--- src/rtl/arith_check_pkg.sv ---
// Shared definitions for the round-robin arithmetic checker.
// Holds the operation encoding and the expected-result function. The function
// works on 64-bit values; callers pass zero-extended operands and keep the low
// WIDTH bits of the result. Add, subtract and multiply all give correct low
// bits under that truncation. WIDTH must not exceed 64.
package arith_check_pkg;

    localparam int OP_ADD = 0;
    localparam int OP_SUB = 1;
    localparam int OP_MUL = 2;

    function automatic logic [63:0] arith_expected(input int op,
                                                   input logic [63:0] a,
                                                   input logic [63:0] b);
        case (op)
            OP_ADD:  return a + b;
            OP_SUB:  return a - b;
            OP_MUL:  return a * b;
            default: return a + b;
        endcase
    endfunction

endpackage

--- src/rtl/arith_check_lane.sv ---
// One checker lane: latches a sample, recomputes the expected result over a
// LANE_LAT-cycle multicycle path and registers expected ^ DUT result.
// Ports:
//   clk, reset         clock, synchronous active-high reset
//   i_load             capture i_a/i_b/i_os this edge
//   i_a, i_b, i_os     DUT operands and DUT result
//   o_diff             registered expected ^ os, updated LANE_LAT edges after load
module arith_check_lane
    import arith_check_pkg::*;
#(
    parameter int WIDTH    = 32,
    parameter int LANE_LAT = 2,
    parameter int OP       = 0
) (
    input  logic             clk,
    input  logic             reset,
    input  logic             i_load,
    input  logic [WIDTH-1:0] i_a,
    input  logic [WIDTH-1:0] i_b,
    input  logic [WIDTH-1:0] i_os,
    output logic [WIDTH-1:0] o_diff
);

    localparam int CW = $clog2(LANE_LAT + 1);

    logic [WIDTH-1:0] a_q, a_d, b_q, b_d, os_q, os_d, diff_q, diff_d;
    logic [CW-1:0]    cnt_q, cnt_d;
    logic [WIDTH-1:0] expected;

    // Operands stay stable for LANE_LAT cycles, so this path may be
    // constrained as multicycle.
    assign expected = WIDTH'(arith_expected(OP, 64'(a_q), 64'(b_q)));

    always_comb begin
        a_d    = a_q;
        b_d    = b_q;
        os_d   = os_q;
        cnt_d  = cnt_q;
        diff_d = diff_q;
        // Finishing the old sample and loading a new one may share an edge
        // when the lane is reused at exactly LANE_LAT spacing.
        if (cnt_q == CW'(1)) begin
            diff_d = expected ^ os_q;
        end
        if (i_load) begin
            a_d   = i_a;
            b_d   = i_b;
            os_d  = i_os;
            cnt_d = CW'(LANE_LAT);
        end else if (cnt_q != '0) begin
            cnt_d = cnt_q - CW'(1);
        end
    end

    always_ff @(posedge clk) begin
        if (reset) begin
            a_q    <= '0;
            b_q    <= '0;
            os_q   <= '0;
            cnt_q  <= '0;
            diff_q <= '0;
        end else begin
            a_q    <= a_d;
            b_q    <= b_d;
            os_q   <= os_d;
            cnt_q  <= cnt_d;
            diff_q <= diff_d;
        end
    end

    assign o_diff = diff_q;

endmodule

--- src/rtl/arith_check_rr.sv ---
// Round-robin arithmetic checker. Accepted samples go to NUM_LANES lanes in
// one-hot rotation; an in-order collector returns one diff per sample,
// LANE_LAT+1 edges after acceptance, and keeps saturating counters.
// Optional feature macro: ARITH_CHECK_FIRST_FAIL_EN (capture of the first
// failing sample into o_first_*; tied to 0 when undefined).
// Ports:
//   clk, reset                      clock, synchronous active-high reset
//   i_valid, i_dut_ia/ib/os         sample strobe, DUT operands and result
//   o_mon_ready                     high once the checker accepts samples
//   o_diff_valid, o_diff            per-sample strobe and expected ^ DUT
//   o_sample_cnt, o_err_cnt         saturating checked / failing counts
//   o_err_sticky                    set on first mismatch
//   o_first_a/b/os, o_first_idx     first failing sample and its index
module arith_check_rr
    import arith_check_pkg::*;
#(
    parameter int WIDTH     = 32,
    parameter int NUM_LANES = 4,
    parameter int LANE_LAT  = 2,
    parameter int OP        = 0,
    parameter int CNT_WIDTH = 16
) (
    input  logic                 clk,
    input  logic                 reset,
    input  logic                 i_valid,
    input  logic [WIDTH-1:0]     i_dut_ia,
    input  logic [WIDTH-1:0]     i_dut_ib,
    input  logic [WIDTH-1:0]     i_dut_os,
    output logic                 o_mon_ready,
    output logic                 o_diff_valid,
    output logic [WIDTH-1:0]     o_diff,
    output logic [CNT_WIDTH-1:0] o_sample_cnt,
    output logic [CNT_WIDTH-1:0] o_err_cnt,
    output logic                 o_err_sticky,
    output logic [WIDTH-1:0]     o_first_a,
    output logic [WIDTH-1:0]     o_first_b,
    output logic [WIDTH-1:0]     o_first_os,
    output logic [CNT_WIDTH-1:0] o_first_idx
);

    localparam int IDX_W = $clog2(NUM_LANES);
    localparam int RDY_W = $clog2(LANE_LAT + 3);
    localparam int DEPTH = LANE_LAT + 1;

    logic [RDY_W-1:0]     rdy_cnt_q, rdy_cnt_d;
    logic                 ready, accept, fail_now;
    logic [NUM_LANES-1:0] ptr_q, ptr_d;
    logic [IDX_W-1:0]     ptr_idx;
    logic [WIDTH-1:0]     lane_diff [NUM_LANES];
    logic [DEPTH-1:0]     col_vld_q, col_vld_d;
    logic [IDX_W-1:0]     col_idx_q [DEPTH];
    logic [IDX_W-1:0]     col_idx_d [DEPTH];
    logic                 diff_valid_q, diff_valid_d;
    logic [WIDTH-1:0]     diff_q, diff_d;
    logic [CNT_WIDTH-1:0] sample_cnt_q, sample_cnt_d, err_cnt_q, err_cnt_d;
    logic                 sticky_q, sticky_d;

    // Ready waits until any pre-reset lane activity has fully drained.
    assign ready    = (rdy_cnt_q == RDY_W'(LANE_LAT + 2));
    assign accept   = i_valid && ready;
    assign fail_now = diff_valid_q && (|diff_q);

    always_comb begin
        rdy_cnt_d = ready ? rdy_cnt_q : rdy_cnt_q + RDY_W'(1);
        ptr_d     = accept ? {ptr_q[NUM_LANES-2:0], ptr_q[NUM_LANES-1]} : ptr_q;
        ptr_idx   = '0;
        for (int i = 0; i < NUM_LANES; i++) begin
            if (ptr_q[i]) ptr_idx = IDX_W'(i);
        end
        col_vld_d    = {col_vld_q[DEPTH-2:0], accept};
        col_idx_d[0] = ptr_idx;
        for (int k = 1; k < DEPTH; k++) begin
            col_idx_d[k] = col_idx_q[k-1];
        end
        // The tail stage lines up with the lane registering its diff.
        diff_valid_d = col_vld_q[DEPTH-1];
        diff_d       = col_vld_q[DEPTH-1] ? lane_diff[col_idx_q[DEPTH-1]] : '0;
        sample_cnt_d = sample_cnt_q;
        err_cnt_d    = err_cnt_q;
        if (diff_valid_q && sample_cnt_q != '1) sample_cnt_d = sample_cnt_q + CNT_WIDTH'(1);
        if (fail_now && err_cnt_q != '1)        err_cnt_d    = err_cnt_q + CNT_WIDTH'(1);
        sticky_d = sticky_q | fail_now;
    end

    always_ff @(posedge clk) begin
        if (reset) begin
            rdy_cnt_q    <= '0;
            ptr_q        <= NUM_LANES'(1);
            col_vld_q    <= '0;
            for (int k = 0; k < DEPTH; k++) col_idx_q[k] <= '0;
            diff_valid_q <= 1'b0;
            diff_q       <= '0;
            sample_cnt_q <= '0;
            err_cnt_q    <= '0;
            sticky_q     <= 1'b0;
        end else begin
            rdy_cnt_q    <= rdy_cnt_d;
            ptr_q        <= ptr_d;
            col_vld_q    <= col_vld_d;
            for (int k = 0; k < DEPTH; k++) col_idx_q[k] <= col_idx_d[k];
            diff_valid_q <= diff_valid_d;
            diff_q       <= diff_d;
            sample_cnt_q <= sample_cnt_d;
            err_cnt_q    <= err_cnt_d;
            sticky_q     <= sticky_d;
        end
    end

    for (genvar gi = 0; gi < NUM_LANES; gi++) begin : g_lane
        arith_check_lane #(
            .WIDTH   (WIDTH),
            .LANE_LAT(LANE_LAT),
            .OP      (OP)
        ) u_lane (
            .clk   (clk),
            .reset (reset),
            .i_load(accept && ptr_q[gi]),
            .i_a   (i_dut_ia),
            .i_b   (i_dut_ib),
            .i_os  (i_dut_os),
            .o_diff(lane_diff[gi])
        );
    end

    assign o_mon_ready  = ready;
    assign o_diff_valid = diff_valid_q;
    assign o_diff       = diff_q;
    assign o_sample_cnt = sample_cnt_q;
    assign o_err_cnt    = err_cnt_q;
    assign o_err_sticky = sticky_q;

`ifdef ARITH_CHECK_FIRST_FAIL_EN
    // Sample payload travels beside {valid, lane}; the out_* stage is aligned
    // with diff_q so the capture fires on the same edge as the sticky bit.
    logic [WIDTH-1:0]     col_a_q [DEPTH], col_a_d [DEPTH];
    logic [WIDTH-1:0]     col_b_q [DEPTH], col_b_d [DEPTH];
    logic [WIDTH-1:0]     col_os_q [DEPTH], col_os_d [DEPTH];
    logic [CNT_WIDTH-1:0] col_n_q [DEPTH], col_n_d [DEPTH];
    logic [CNT_WIDTH-1:0] acc_idx_q, acc_idx_d;
    logic [WIDTH-1:0]     out_a_q, out_a_d, out_b_q, out_b_d, out_os_q, out_os_d;
    logic [CNT_WIDTH-1:0] out_n_q, out_n_d;
    logic [WIDTH-1:0]     first_a_q, first_a_d, first_b_q, first_b_d, first_os_q, first_os_d;
    logic [CNT_WIDTH-1:0] first_n_q, first_n_d;

    always_comb begin
        acc_idx_d = (accept && acc_idx_q != '1) ? acc_idx_q + CNT_WIDTH'(1) : acc_idx_q;
        col_a_d[0]  = i_dut_ia;
        col_b_d[0]  = i_dut_ib;
        col_os_d[0] = i_dut_os;
        col_n_d[0]  = acc_idx_q;
        for (int k = 1; k < DEPTH; k++) begin
            col_a_d[k]  = col_a_q[k-1];
            col_b_d[k]  = col_b_q[k-1];
            col_os_d[k] = col_os_q[k-1];
            col_n_d[k]  = col_n_q[k-1];
        end
        out_a_d  = col_a_q[DEPTH-1];
        out_b_d  = col_b_q[DEPTH-1];
        out_os_d = col_os_q[DEPTH-1];
        out_n_d  = col_n_q[DEPTH-1];
        first_a_d  = first_a_q;
        first_b_d  = first_b_q;
        first_os_d = first_os_q;
        first_n_d  = first_n_q;
        if (fail_now && !sticky_q) begin
            first_a_d  = out_a_q;
            first_b_d  = out_b_q;
            first_os_d = out_os_q;
            first_n_d  = out_n_q;
        end
    end

    always_ff @(posedge clk) begin
        if (reset) begin
            for (int k = 0; k < DEPTH; k++) begin
                col_a_q[k]  <= '0;
                col_b_q[k]  <= '0;
                col_os_q[k] <= '0;
                col_n_q[k]  <= '0;
            end
            acc_idx_q  <= '0;
            out_a_q    <= '0;
            out_b_q    <= '0;
            out_os_q   <= '0;
            out_n_q    <= '0;
            first_a_q  <= '0;
            first_b_q  <= '0;
            first_os_q <= '0;
            first_n_q  <= '0;
        end else begin
            for (int k = 0; k < DEPTH; k++) begin
                col_a_q[k]  <= col_a_d[k];
                col_b_q[k]  <= col_b_d[k];
                col_os_q[k] <= col_os_d[k];
                col_n_q[k]  <= col_n_d[k];
            end
            acc_idx_q  <= acc_idx_d;
            out_a_q    <= out_a_d;
            out_b_q    <= out_b_d;
            out_os_q   <= out_os_d;
            out_n_q    <= out_n_d;
            first_a_q  <= first_a_d;
            first_b_q  <= first_b_d;
            first_os_q <= first_os_d;
            first_n_q  <= first_n_d;
        end
    end

    assign o_first_a   = first_a_q;
    assign o_first_b   = first_b_q;
    assign o_first_os  = first_os_q;
    assign o_first_idx = first_n_q;
`else
    assign o_first_a   = '0;
    assign o_first_b   = '0;
    assign o_first_os  = '0;
    assign o_first_idx = '0;
`endif

endmodule

--- config.mk ---
export PLATFORM = sky130hd
export DESIGN_NAME = arith_check_rr
export DESIGN_NICKNAME = d
export VERILOG_FILES = /design/src/rtl/arith_check_pkg.sv /design/src/rtl/arith_check_lane.sv /design/src/rtl/arith_check_rr.sv
export SDC_FILE = /design/constraint.sdc
export NUM_CORES = 2
export LEC_CHECK = 0
export CAP_MARGIN = 20
export CORE_ASPECT_RATIO = 0.75
export CORE_UTILIZATION = 37
export CTS_CLUSTER_DIAMETER = 100
export CTS_CLUSTER_SIZE = 30
export DETAILED_ROUTE_END_ITERATION = 7
export PLACE_DENSITY = 0.67
export SYNTH_ARGS = -nofsm -noshare
export SYNTH_HDL_FRONTEND = slang
export SYNTH_SLANG_ARGS = --single-unit
--- constraint.sdc ---
create_clock -name clk -period 7.7 [get_ports clk]
set_input_delay 1.155 -clock clk [delete_from_list [all_inputs] [get_ports clk]]
set_output_delay 1.155 -clock clk [all_outputs]
set_load 0.01 [all_outputs]
Word level (Yosys, flattened, before mapping)
Memory sizes are Yosys's and may differ from the RTL's.
Index checks and enable logic that the tools add are counted.

storage, ports and cells
  bits in registers = 596
  RAM bits = 6
  input port bits = 99
  output and inout bits = 179
  memories kept = 1

operators by class
  add/sub/neg operators = 11
  magnitude comparators = 1
  eq/ne operators = 7
  mux-type cells = 20
  bitwise logic cells = 10
  reductions and logical operators = 22

memories
  memory     words  width  read ports  clocked after memory_dff  write ports  line                  text
  col_idx_q  3      2      3           0                         3            arith_check_rr.sv:51  logic [IDX_W-1:0] col_idx_q [DEPTH];

operator list
  operator                 number
  $add A32 B32 Y32         4
  $xor A32 B32 Y32         4
  $bmux W32 S2             1
  $mux W32                 2
  $add A16 B1 Y16 const B  2
  $ne A16 B16 Y1 const B   2
  $reduce_or A32 Y1        1
  $mux W2                  13
  $reduce_bool A2 Y1       8
  $reduce_or A2 Y1         5
  $eq A2 B1 Y1 const B     4
  $logic_and A1 B1 Y1      8
  $sub A2 B1 Y2 const B    4
  $mux W1                  4
  $or A1 B1 Y1             4
  $add A3 B1 Y3 const B    1
  $eq A3 B3 Y1 const B     1
  $ge A3 B3 Y1 const B     1
  $not A2 Y3               1
  $not A1 Y1               1

Logic depth before layout (Yosys ltp)
An unclocked memory read counts as a cell.

  depth in word-level cells = 5
  mapped depth = 11
  gate-level depth less buffers = 11

By module
From an unflattened synthesis, not the netlist that was laid out.

unflattened totals
  cell total of the unflattened synthesis = 3323
  area total of the unflattened synthesis = 30665.7 um^2

by module, submodules not included
  module                                   times used  cells each  area an instance (um^2)  seq. area each (um^2)
  arith_check_lane (g_lane[0].u_lane ...)  3           708         6477.5                   2602.5
  arith_check_lane (g_lane[3].u_lane)      1           717         6488.7                   2602.5
  arith_check_rr                           1           482         4744.6                   1641.6

Least setup slack after synthesis
OpenSTA, ideal clock, no wires.

  path kind = flip-flop to flip-flop
  start point = register g_lane[1].u_lane.b_q[0]
  end point = register g_lane[1].u_lane.diff_q[30]
  setup time = 0.095 ns
  arrival = 2.672 ns
  data required time = 7.605 ns
  setup slack = 4.933 ns
  stages on the path, launching flop included = 12
  clock period less this slack = 2.767 ns
  cell sequence = dfxtp_1 -> ha_1 -> fa_1 -> a211oi_1 -> o21a_1 -> nor3_2 -> a41o_1 -> a31oi_1 -> o31ai_1 -> a31o_2 -> a211o_1 -> o311ai_1

on the way
  cells in the longest elaborated chain, start to end = 2

ends and longest elaborated chain
  item                      line                    text
  start: declaration        arith_check_lane.sv:26  logic [WIDTH-1:0] a_q, a_d, b_q, b_d, os_q, os_d, diff_q, diff_d;
  start signal: assignment  arith_check_lane.sv:58  b_q <= '0;
  start signal: assignment  arith_check_lane.sv:64  b_q <= b_d;
  $add A32 B32 Y32          n/a
  $xor A32 B32 Y32          arith_check_lane.sv:43  diff_d = expected ^ os_q;
  end signal: assignment    arith_check_lane.sv:67  diff_q <= diff_d;
  end: declaration          arith_check_lane.sv:26

No other way between the ends.
A chain may end at the register's enable or synchronous reset.

Worst setup path after layout
  start point = register g_lane[3].u_lane.b_q[0]
  end point = register g_lane[3].u_lane.diff_q[30]

on the way
  cells in the longest elaborated chain, start to end = 2

ends and longest elaborated chain
  item                      line
  start: declaration        arith_check_lane.sv:26
  start signal: assignment  arith_check_lane.sv:58
  start signal: assignment  arith_check_lane.sv:64
  $add A32 B32 Y32          n/a
  $xor A32 B32 Y32          arith_check_lane.sv:43
  end signal: assignment    arith_check_lane.sv:67
  end: declaration          arith_check_lane.sv:26

No other way between the ends.

==> results.md <==
- Post-synth EDFFs: 0
- Hold endpoint: col_idx_q[0][4]
- Core area: 0.0792 mm2
- Total GRT Usage: 0.216
- Hold WC Path Type: reg -> reg
- Worst EP arrival: 4.43 ns
- FF-to-FF Start: g_lane[3].u_lane.b_q[0]
- Post-CTS Setup Bufs: 0
- Most frequent cells in the layout: nand2_1, dfxtp_1, a21oi_1
- Hold Crit Start: col_idx_q[0][2]
- CTS tree: done
- # rows: 89
- Initial DRC Count: 2,683
- Max VDD drop: 0.192 mV
- Mean Syn Cell Area: 8.11 um2
- Nets@finish: 3,891
- # fillers: 8,044
- Final Hold Fails: 0
- Max Clk Rate: 253 MHz
- Clk buf depth: 3
- Mapped Area: roughly 0.03 mm2
- Netlist cell types: 70
- Area of the multi-input gates: ~0.016 mm2
- Clock transition at path regs: 0.12 ns
- Crit share post-route: 0.514
- Slew of the pin with the lowest slew margin: 1.25 ns
- H-tree lvl count: 1
- Status: completed
- Worst skew pair latency: just over 0.6 ns
- Worst hold margin: around 0.44 ns
- DRT Pass-1 Iters: 6
- Ys async rst share: 0
- Initial antenna violation count: 4
- Slew Limit Fails: 0
- RSZ-0062 raised after global routing: no
- Max-slew headroom: 0.165
- Post-CTS Resized: 0
- Most common cell after layout, fill and taps aside: nand2_1
- Die W: 330 um
- Sequential-to-total area share from yosys stat: 0.405
- Ys flop type: dfxtp_1
- Via count: 25,300
- Endpoint type of the worst setup path: flop
- Worst reg2reg setup slack: 3.75 ns
- Fin Setup TNS: 0 ns
- Crit path time final: 3.95 ns
- Area grow syn2layout: 8.97%
- Routability congestion estimate: 0.918
- Reg-to-reg endpoint: g_lane[3].u_lane.o_diff[30]
- Grt total ovfl: 0
- Flops & latches, synth: 602
- Global-route wire length before repair: 137 mm
- Path depth of the worst reg2reg path: 11
- CP Data Required Time: 8.18 ns
- Crit path max fanout: 3
- Largest net degree at the start of global routing: 225
- LEAKAGE: 12.0 nW
- Hold-fix buffers, CTS: 0
- Post-Syn Instances: 3,672
- PD cells: 154 mW/mm2
- Post-DRT Antenna Nets: 0
- Post-detailed-routing wire length: 91.5 mm
- Routed WL per cell: 19.4 um
- Final Power: 0.00500 W
- Number of global-route vias before repair: approximately 23,000
- Critical path class: reg -> reg
- Post-DR vias/cell: ~5.4
- Port Buffer Count: 165
- Final Skew: 0.0460 ns
- Setup violators final: 0
- Startpoint Class: flop
- Starting Density: 0.376
- Register area: 0.0121 mm2
- Yosys synthesis warning count: 0
- I/O Pins: 278
- Detailed Place HPWL: 65.6 mm
- CTS Buf Count: 24
- Ratio of cells with drive above 1 in the final layout: 0.0344
- Root Driver: clkbuf_16
- Clock Sink Count: 602
- Crit path from: g_lane[3].u_lane.b_q[0]
- DRC Markers: 0
- Die ar.: 0.0816 mm2
- Die height: 248 um
- Max Cap Viol: 0
- Worst Hold Depth: 1
[power by group]
group	internal, W	switching, W
clock	0.000596	0.00101
sequential	0.00313	0.00000988
combinational	0.0000799	0.000178
total	0.00380	0.00120
[logic make-up (layout without fill, tap and decap cells)]
| logic type | count (synthesis) | count (layout) | share of synthesized area |
|---|---|---|---|
| AND/OR/NAND/NOR | 1318 | 1318 | 0.185 |
| AO/OA/AOI/OAI | 946 | 946 | 0.190 |
| flip-flops | 602 | 602 | 0.405 |
| buffers and inverters | 374 | 252 | 0.0613 |
| XOR/XNOR | 258 | 258 | 0.0759 |
| adder cells (fa/ha/maj) | 132 | 132 | 0.0565 |
| multiplexers | 41 | 41 | 0.0272 |
| other | 1 | 113 | 0.000126 |
[per-stage QoR]
step                      setup slack (ns)  utilization  area (um2)  std cells
after floorplan                       4.93            -       30200       3783
after global placement                3.80        0.401       31700       4677
after detailed placement              3.75        0.401       31700       4677
after CTS                             3.90        0.409       32400       4704
after global routing                  3.73        0.410       32500       4708
final                                 3.75        0.410       32500       4708
[worst max path at each step]
stage,slack [ns],end
after global placement,3.80,g_lane[2].u_lane.b_q[0]
after global routing,3.73,g_lane[3].u_lane.o_diff[30]
after floorplan,4.93,g_lane[1].u_lane.o_diff[30]
after detailed placement,3.75,g_lane[2].u_lane.a_q[3]
final,3.75,g_lane[3].u_lane.o_diff[30]
after CTS,3.90,g_lane[3].u_lane.o_diff[30]
[cells in the mapped netlist (all sizes together) (5+ instances only)]
cell | n | share of area
o21ai | 87 | 0.015
mux2i | 9 | 0.0030
xor2 | 75 | 0.022
nand2b | 10 | 0.0021
a221oi | 5 | 0.0017
a2111oi | 6 | 0.0020
nor4 | 13 | 0.0027
nor2b | 16 | 0.0034
or2 | 5 | 0.0011
ha | 128 | 0.054
a211o | 6 | 0.0018
and3 | 48 | 0.010
buf | 140 | 0.032
a21oi | 545 | 0.092
nor2 | 185 | 0.023
dfxtp | 602 | 0.40
mux4 | 32 | 0.024
inv | 34 | 0.0043
o211ai | 14 | 0.0035
xnor2 | 183 | 0.054
and2 | 12 | 0.0025
nor3 | 29 | 0.0050
o21a | 19 | 0.0048
a31oi | 23 | 0.0048
o31ai | 11 | 0.0033
nand2 | 889 | 0.11
nor4b | 6 | 0.0018
and4 | 5 | 0.0015
nand3 | 51 | 0.0086
a21o | 75 | 0.019
a41oi | 5 | 0.0017
nand4 | 29 | 0.0061
or3 | 15 | 0.0032
o311ai | 5 | 0.0017
a31o | 5 | 0.0015
a211oi | 91 | 0.024
a311oi | 8 | 0.0024
o21bai | 17 | 0.0043
clkbuf | 200 | 0.025
[worst max-delay path: stages, from the launching register on]
cell and delay, ns:
dfxtp_1 0.33, ha_1 0.27, fa_1 0.43, a21oi_1 0.51
o211ai_1 0.29, a2111oi_2 0.42, nor3_1 0.24, nor4b_1 0.41
a211oi_1 0.24, o41ai_2 0.45, xnor2_1 0.17, a21oi_1 0.08
[registers in the layout, summed over array words and instances (netlist names)]
name and flops:
rdy_cnt_q 3, col_vld_q 3, col_idx_q 6, o_diff 32, o_diff_valid 1, g_lane.u_lane.os_q 128
g_lane.u_lane.b_q 128, o_sample_cnt 16, o_err_sticky 1, g_lane.u_lane.a_q 128, o_err_cnt 16, g_lane.u_lane.cnt_q 8
ptr_q 4, g_lane.u_lane.o_diff 128
[routing by layer]
metal  GRT usage  share of wire
met1       0.324           0.46
met2       0.316           0.42
met3      0.0456          0.099
met4      0.0426          0.020
met5           0       0.000087
[final cells by class]
type	instances	area share
timing repair buffer	191	0.0588
sequential	602	0.371
antenna	1	0.0000771
clock buffer	25	0.0193
multi-input combinational	2807	0.505
inverter	34	0.00393
clock inverter	2	0.000887
tap	1046	0.0403
No activity file was read; power rests on OpenSTA's default activity.
